`src/rtl/serial_cascade_comparator_pkg.sv`:
```
// Shared definitions for the serial cascade comparator: FSM encoding, slice width
// and the sizing rule for the slice counter.
package serial_cascade_comparator_pkg;

  localparam int SLICE_W = 2;

  typedef enum logic [1:0] {
    S_IDLE = 2'd0,
    S_RUN  = 2'd1,
    S_DONE = 2'd2
  } state_e;

  // The counter holds slice indices 0..WIDTH/2-1 and is never narrower than one bit.
  function automatic int cnt_width(input int width);
    return (width / SLICE_W > 1) ? $clog2(width / SLICE_W) : 1;
  endfunction

endpackage

```
`src/rtl/serial_cascade_comparator_comparator.sv`:
```
// Combinational 2-bit magnitude comparator slice with an MSB-side cascade input.
// A lower slice can only refine the result while every higher slice compared equal.
module comparator (
  input  logic EQ1,
  input  logic GT1,
  input  logic A0,
  input  logic A1,
  input  logic B0,
  input  logic B1,
  output logic EQ,
  output logic GT
);

  logic [1:0] a_v;
  logic [1:0] b_v;

  assign a_v = {A1, A0};
  assign b_v = {B1, B0};

  assign EQ = EQ1 & (a_v == b_v);
  assign GT = GT1 | (EQ1 & (a_v > b_v));

endmodule

```
`src/rtl/serial_cascade_comparator.sv`:
```
// Sequential magnitude comparator: feeds operand slices MSB first through a single
// 2-bit comparator slice, one slice per clock, behind a start/done handshake.
module serial_cascade_comparator
  import serial_cascade_comparator_pkg::*;
#(
  parameter int WIDTH = 8
) (
  input  logic             clk,
  input  logic             rst,
  input  logic             start,
  input  logic [WIDTH-1:0] a,
  input  logic [WIDTH-1:0] b,
  output logic             busy,
  output logic             done,
  output logic             eq,
  output logic             gt
);

  localparam int CNT_W = cnt_width(WIDTH);

  if ((WIDTH < SLICE_W) || ((WIDTH % SLICE_W) != 0)) begin : g_bad_width
    $error("serial_cascade_comparator: WIDTH must be even and >= 2");
  end

  state_e           state_q;
  logic [WIDTH-1:0] sa_q, sb_q;
  logic [WIDTH-1:0] sa_d, sb_d;
  logic             ceq_q, cgt_q;
  logic [CNT_W-1:0] cnt_q;
  logic             busy_q, done_q, eq_q, gt_q;
  logic             slice_eq, slice_gt;

  comparator u_slice (
    .EQ1 (ceq_q),
    .GT1 (cgt_q),
    .A0  (sa_q[WIDTH-2]),
    .A1  (sa_q[WIDTH-1]),
    .B0  (sb_q[WIDTH-2]),
    .B1  (sb_q[WIDTH-1]),
    .EQ  (slice_eq),
    .GT  (slice_gt)
  );

  assign sa_d = sa_q << SLICE_W;
  assign sb_d = sb_q << SLICE_W;

  // The final slice result is loaded into eq/gt on the RUN->DONE edge, so the
  // outputs equal ceq/cgt during the done cycle and hold afterwards.
  always_ff @(posedge clk or posedge rst) begin
    if (rst) begin
      state_q <= S_IDLE;
      sa_q    <= '0;
      sb_q    <= '0;
      ceq_q   <= 1'b0;
      cgt_q   <= 1'b0;
      cnt_q   <= '0;
      busy_q  <= 1'b0;
      done_q  <= 1'b0;
      eq_q    <= 1'b0;
      gt_q    <= 1'b0;
    end else begin
      case (state_q)
        S_IDLE: begin
          done_q <= 1'b0;
          if (start) begin
            sa_q    <= a;
            sb_q    <= b;
            ceq_q   <= 1'b1;
            cgt_q   <= 1'b0;
            cnt_q   <= CNT_W'(WIDTH / SLICE_W - 1);
            busy_q  <= 1'b1;
            state_q <= S_RUN;
          end
        end
        S_RUN: begin
          ceq_q <= slice_eq;
          cgt_q <= slice_gt;
          sa_q  <= sa_d;
          sb_q  <= sb_d;
          if (cnt_q == '0) begin
            done_q  <= 1'b1;
            eq_q    <= slice_eq;
            gt_q    <= slice_gt;
            state_q <= S_DONE;
          end else begin
            cnt_q <= cnt_q - 1'b1;
          end
        end
        S_DONE: begin
          done_q  <= 1'b0;
          busy_q  <= 1'b0;
          state_q <= S_IDLE;
        end
        default: begin
          done_q  <= 1'b0;
          busy_q  <= 1'b0;
          state_q <= S_IDLE;
        end
      endcase
    end
  end

  assign busy = busy_q;
  assign done = done_q;
  assign eq   = eq_q;
  assign gt   = gt_q;

endmodule

```
`config.mk`:
```
export PLATFORM = sky130hd
export DESIGN_NAME = serial_cascade_comparator
export DESIGN_NICKNAME = d
export VERILOG_FILES = /design/src/rtl/serial_cascade_comparator_pkg.sv /design/src/rtl/serial_cascade_comparator_comparator.sv /design/src/rtl/serial_cascade_comparator.sv
export SDC_FILE = /design/constraint.sdc
export NUM_CORES = 1
export LEC_CHECK = 0
export BUFFER_PORTS_ARGS = -buffer_cell sky130_fd_sc_hd__buf_2
export CELL_PAD_IN_SITES_DETAIL_PLACEMENT = 0
export CELL_PAD_IN_SITES_GLOBAL_PLACEMENT = 1
export CORE_MARGIN = 2
export CORE_UTILIZATION = 25
export CTS_CLUSTER_SIZE = 16
export DETAILED_ROUTE_END_ITERATION = 7
export GPL_ROUTABILITY_DRIVEN = 0
export GPL_TIMING_DRIVEN = 0
export HOLD_SLACK_MARGIN = 0.02
export PLACE_DENSITY = 0.63
export SETUP_SLACK_MARGIN = 0.02
export SYNTH_ARGS = -nofsm -noshare
export SYNTH_HDL_FRONTEND = slang
export SYNTH_SLANG_ARGS = --single-unit
```
`constraint.sdc`:
```
create_clock -name clk -period 1.33 [get_ports clk]
set_clock_uncertainty 0.1 [all_clocks]
set_input_delay 0.0665 -clock clk [delete_from_list [all_inputs] [get_ports clk]]
set_output_delay 0.0665 -clock clk [all_outputs]
set_load 0.02 [all_outputs]
```
-- Word level (Yosys, flattened, before mapping)
Cells that the tools add are included.
- flip-flop bits (word level): 26
- bits in latches: 0
- RAM bits: 0
- bits in read-only memories: 0
- input port bits: 19
- output and inout bits: 4
- memories kept: 0
- add/subtract/negate cells: 1
- multipliers: 0
- div/mod/pow operators: 0
- order comparisons: 1
- equal/unequal tests: 5
- shift-type cells: 0
- muxes and demuxes: 17
- bitwise gates (word level): 4
- reduce and logical (&&, ||, !) cells: 8
- operators by type and width (cell ; number):
    $pmux W8 S2 ; 2
    $mux W8 ; 2
    $mux W2 ; 4
    $pmux W2 S2 ; 2
    $reduce_and A2 Y1 ; 4
    $ne A2 B2 Y1 const B ; 3
    $pmux W1 S2 ; 3
    $logic_not A2 Y1 ; 2
    $mux W1 ; 4
    $reduce_and A3 Y1 ; 1
    $and A1 B1 Y1 ; 2
    $eq A2 B1 Y1 const B ; 1
    $eq A2 B2 Y1 ; 1
    $gt A2 B2 Y1 ; 1
    $reduce_bool A2 Y1 ; 1
    $sub A2 B1 Y2 const B ; 1
    $not A1 Y1 ; 1
    $or A1 B1 Y1 ; 1

-- Depth between registers and ports, before layout
- depth after elaboration: 4
- gate-level depth with buffers: 5
- gate-level depth less buffers: 5

-- Modules after synthesis
From an unflattened synthesis, not the netlist that was laid out.
- cell total of the unflattened synthesis: 128
- area total of the unflattened synthesis: 1498.9 um^2
- by module, submodules not included (module ; instances ; cells each ; area each (um^2)):
    serial_cascade_comparator ; 1 ; 118 ; 1427.6
    comparator ; 1 ; 10 ; 71.3

-- Worst setup path before layout
OpenSTA, ideal clock, no wires.
- kind: register -> register
- from: register sa_q[7]
- to: register gt_q (netlist: gt)
- arrival: 1059 ps
- slack: 39 ps
- stages on the path, launching flop included: 5
- path buffers: 0
- path through: dfrtp_1 ha_1 nor2b_1 o211ai_1 a31oi_1
- word-level cells in the longest chain between the ends: 3
- RTL lines (item ; RTL line ; text):
    from (decl) ; serial_cascade_comparator.sv:26 ; logic [WIDTH-1:0] sa_q, sb_q;
    from (signal assigned) ; serial_cascade_comparator.sv:52 ; sa_q <= '0;
    from (signal assigned) ; serial_cascade_comparator.sv:66 ; sa_q <= a;
    from (signal assigned) ; serial_cascade_comparator.sv:78 ; sa_q <= sa_d;
    $gt A2 B2 Y1 ; serial_cascade_comparator_comparator.sv:21 ; assign GT = GT1 | (EQ1 & (a_v > b_v));
    $and A1 B1 Y1 ; serial_cascade_comparator_comparator.sv:21 ;
    $or A1 B1 Y1 ; serial_cascade_comparator_comparator.sv:21 ;
    to (signal assigned) ; serial_cascade_comparator.sv:83 ; gt_q <= slice_gt;
    to (decl) ; serial_cascade_comparator.sv:30 ; logic busy_q, done_q, eq_q, gt_q;
No other way between the ends.
A chain may end at the register's enable or synchronous reset.

-- Worst setup path in the final report
- from: register sb_q[7]
- to: register gt_q (netlist: gt)
- word-level cells in the longest chain between the ends: 3
- RTL lines (item ; RTL line ; text):
    from (decl) ; serial_cascade_comparator.sv:26 ;
    from (signal assigned) ; serial_cascade_comparator.sv:53 ; sb_q <= '0;
    from (signal assigned) ; serial_cascade_comparator.sv:67 ; sb_q <= b;
    from (signal assigned) ; serial_cascade_comparator.sv:79 ; sb_q <= sb_d;
    $gt A2 B2 Y1 ; serial_cascade_comparator_comparator.sv:21 ;
    $and A1 B1 Y1 ; serial_cascade_comparator_comparator.sv:21 ;
    $or A1 B1 Y1 ; serial_cascade_comparator_comparator.sv:21 ;
No other way between the ends.

==> metrics.csv <==
metric;value;unit
grt.overflow.total;0;
antenna_found_initial;0;
route.vias.total;1147;
dp_slack;-0.116;ns
endpoint;gt$_DFFE_PP0P_;
antenna_left;0;
synth_most_common_cell;dfrtp_1;
row_count;26;
post-route-period-util;1.01;
rsz0062_at_grt;yes;
total_power;0.00401;W
grt_pass1_vias;1158;
reg2reg_depth;5;
numClockSinks;26;
drt_wl_total;3420;um
num_antenna_cells;0;
finalSetupViolCount;1;
dr.first_iter.drc_count;60;
r2r_start;sb_q[7]$_DFFE_PP0P_;
dieArea;0.00582;mm2
cts.htree.levels;1;
setup_slack;-0.0124;ns
crit_required;1.40;ns
path_clk_slew;0.10;ns
postSynthAreaPerCell;9.75;um2
synth.yosys.warnings;0;
holdWs;-0.0963;ns
rr_endpoint;gt$_DFFE_PP0P_;
clock_path_buffers;2;
max-vdd-ir-drop;780;uV
min_path_type;in2async;
n_fill_cell;546;
wl_per_cell;13.3;um
violations;negative hold slack, negative setup slack;
coreArea;0.00507;mm2
synth_edf_count;0;
die_h;76.3;um
synthCells;134;
clock_latency;0.28;ns
start_util;0.257;
port_buffers;22;
ctsHoldBuffers;16;
clock_tree.root_cell;clkbuf_8;
startpoint;sb_q[7]$_DFFE_PP0P_;
grt_pass1_wl;5690;um
nets;210;
worstMarginPinSlew;1.00;ns
register_area;653;um2
async_reset_ff_frac;1.00;
drt-pass1-iter-count;4;
cap_violations;0;
synthesis.nets;156;
synth_cell_types;28;
synth_area_leader_cell;dfrtp_1;
power_density;2090;mW/mm2
grt_max_degree;27;
fin_area;0.00192;mm2
route.detailed.drc;0;
leakagePower;0.885;nW
hold_viol_final;26;
place.detailed.hpwl;2180;um
numCtsBuffers;3;
ioPinCount;23;
crit_type;reg2reg;
finalCriticalPeriod;1.34;ns
grt.total_usage;0.122;
slew_headroom;0.330;
ys_top_cells_by_area;dfrtp_1 50%, a22oi_1 6.9%, a21oi_1 6.1%;
place_area;0.00150;mm2
yosysTopAreaCellShare;0.498;
cp_max_fo;3;
synth_area;0.00131;mm2
vias_per_cell;4.46;
start_kind;register;
ys_seq_area_frac;0.498;
cts_tree;done;
drv_slew;0;
die_x;76.3;um
multi_input_area;646;um2
endpoint_kind;register;
syn_to_final_growth;47.2;%
synth_common_cells;26 x dfrtp_1, 16 x a21oi_1, 12 x a22oi_1, 9 x nor2b_1, 9 x o21ai_0;
layout-drive-gt1-share;0.316;
max_freq;745;MHz
arrival;1.41;ns
yosys_most_used_dff;dfrtp_1;
reg2reg_setup_slack;-0.01;ns
postSynthRegisterBits;26;
outcome;finished with violations;
-- state kept, by name, indices dropped and copies added, names as in the netlist --
signal	cells
cgt_q	1
state_q	2
eq	1
busy	1
gt	1
ceq_q	1
cnt_q	2
sa_q	8
done	1
sb_q	8
-- metal layers --
metal / routed length [um] / vias up / GRT usage / share of wire
li1: - / 574 / - / -
met3: 89 / 5 / 0.0142 / 0.026
met1: 1510 / 550 / 0.159 / 0.44
met5: 0 / - / 0 / 0
met2: 1760 / 18 / 0.207 / 0.52
met4: 52 / 0 / 0.0436 / 0.015
-- report_power, final --
part | total (W) | internal (W) | switching [W]
sequential | 0.00135 | 0.00111 | 0.000235
clock | 0.000674 | 0.000404 | 0.000271
combinational | 0.00199 | 0.00102 | 0.000967
-- logic make-up after synthesis --
logic type,count (synthesis),share of synthesized area
adders and majority gates,3,0.0287
buffers and inverters,16,0.0623
DFF,26,0.498
and+or+nand+nor,33,0.150
AOI/OAI and AO/OA,56,0.261
-- stage by stage --
step	util	setup TNS [ns]	std cells
3_5_place_dp	0.296	-1.06	226
4_1_cts	0.350	-0.0677	247
5_1_grt	0.379	-0.152	257
6_report	0.379	-0.0124	257
3_3_place_gp	0.296	-0.728	226
2_1_floorplan	-	0	134
-- layout make-up --
cell class | count | area share
clock buffers | 3 | 0.0215
clock inverters | 1 | 0.0156
well taps | 70 | 0.0455
multi-input cells | 92 | 0.336
inverters | 8 | 0.0156
repair buffers | 49 | 0.191
plain buffers | 8 | 0.0351
flip-flops and latches | 26 | 0.340
-- worst min-delay path by stage --
stage                          end  slack (ns)  from  cells after the start
6_report          done$_DFFE_PP0P_        -0.1   rst                      2
5_1_grt           done$_DFFE_PP0P_      -0.005   rst                      2
4_1_cts           done$_DFFE_PP0P_       -0.05   rst                      2
3_5_place_dp   sb_q[0]$_DFFE_PP0P_        0.24  b[0]                      3
3_3_place_gp   sa_q[0]$_DFFE_PP0P_        0.24  a[0]                      3
2_1_floorplan     busy$_DFFE_PP0P_       0.007   rst                      1
-- cells in the final DEF (no fill, tap or decap), types with 7 or more instances in the layout --
cell type      synthesis  layout
a21oi_1               16      14
a22oi_1               12      12
and2b_1                8       8
buf_2                  4      25
buf_4                  0      11
dfrtp_1               26      24
dlygate4sd3_1          0      16
nor2b_1                9       8
o21ai_0                9       7
o21ai_1                8      10
-- worst max-delay path, stage by stage (launching register included) --
cell      delay, ns
dfrtp_1        0.40
inv_2          0.07
ha_4           0.20
nor2b_4        0.12
o211ai_1       0.22
a31oi_1        0.12
-- repair_timing --
item / 4_1_cts / 5_1_grt
endpoints found under the hold margin: 42 / 26
gates resized for setup: 9 / 17
gates cloned: 0 / 2
buffers inserted: 1 / 8
pin swaps: 3 / 5
endpoints found under the setup margin: 15 / 21
(Power assumes the default switching activity.)
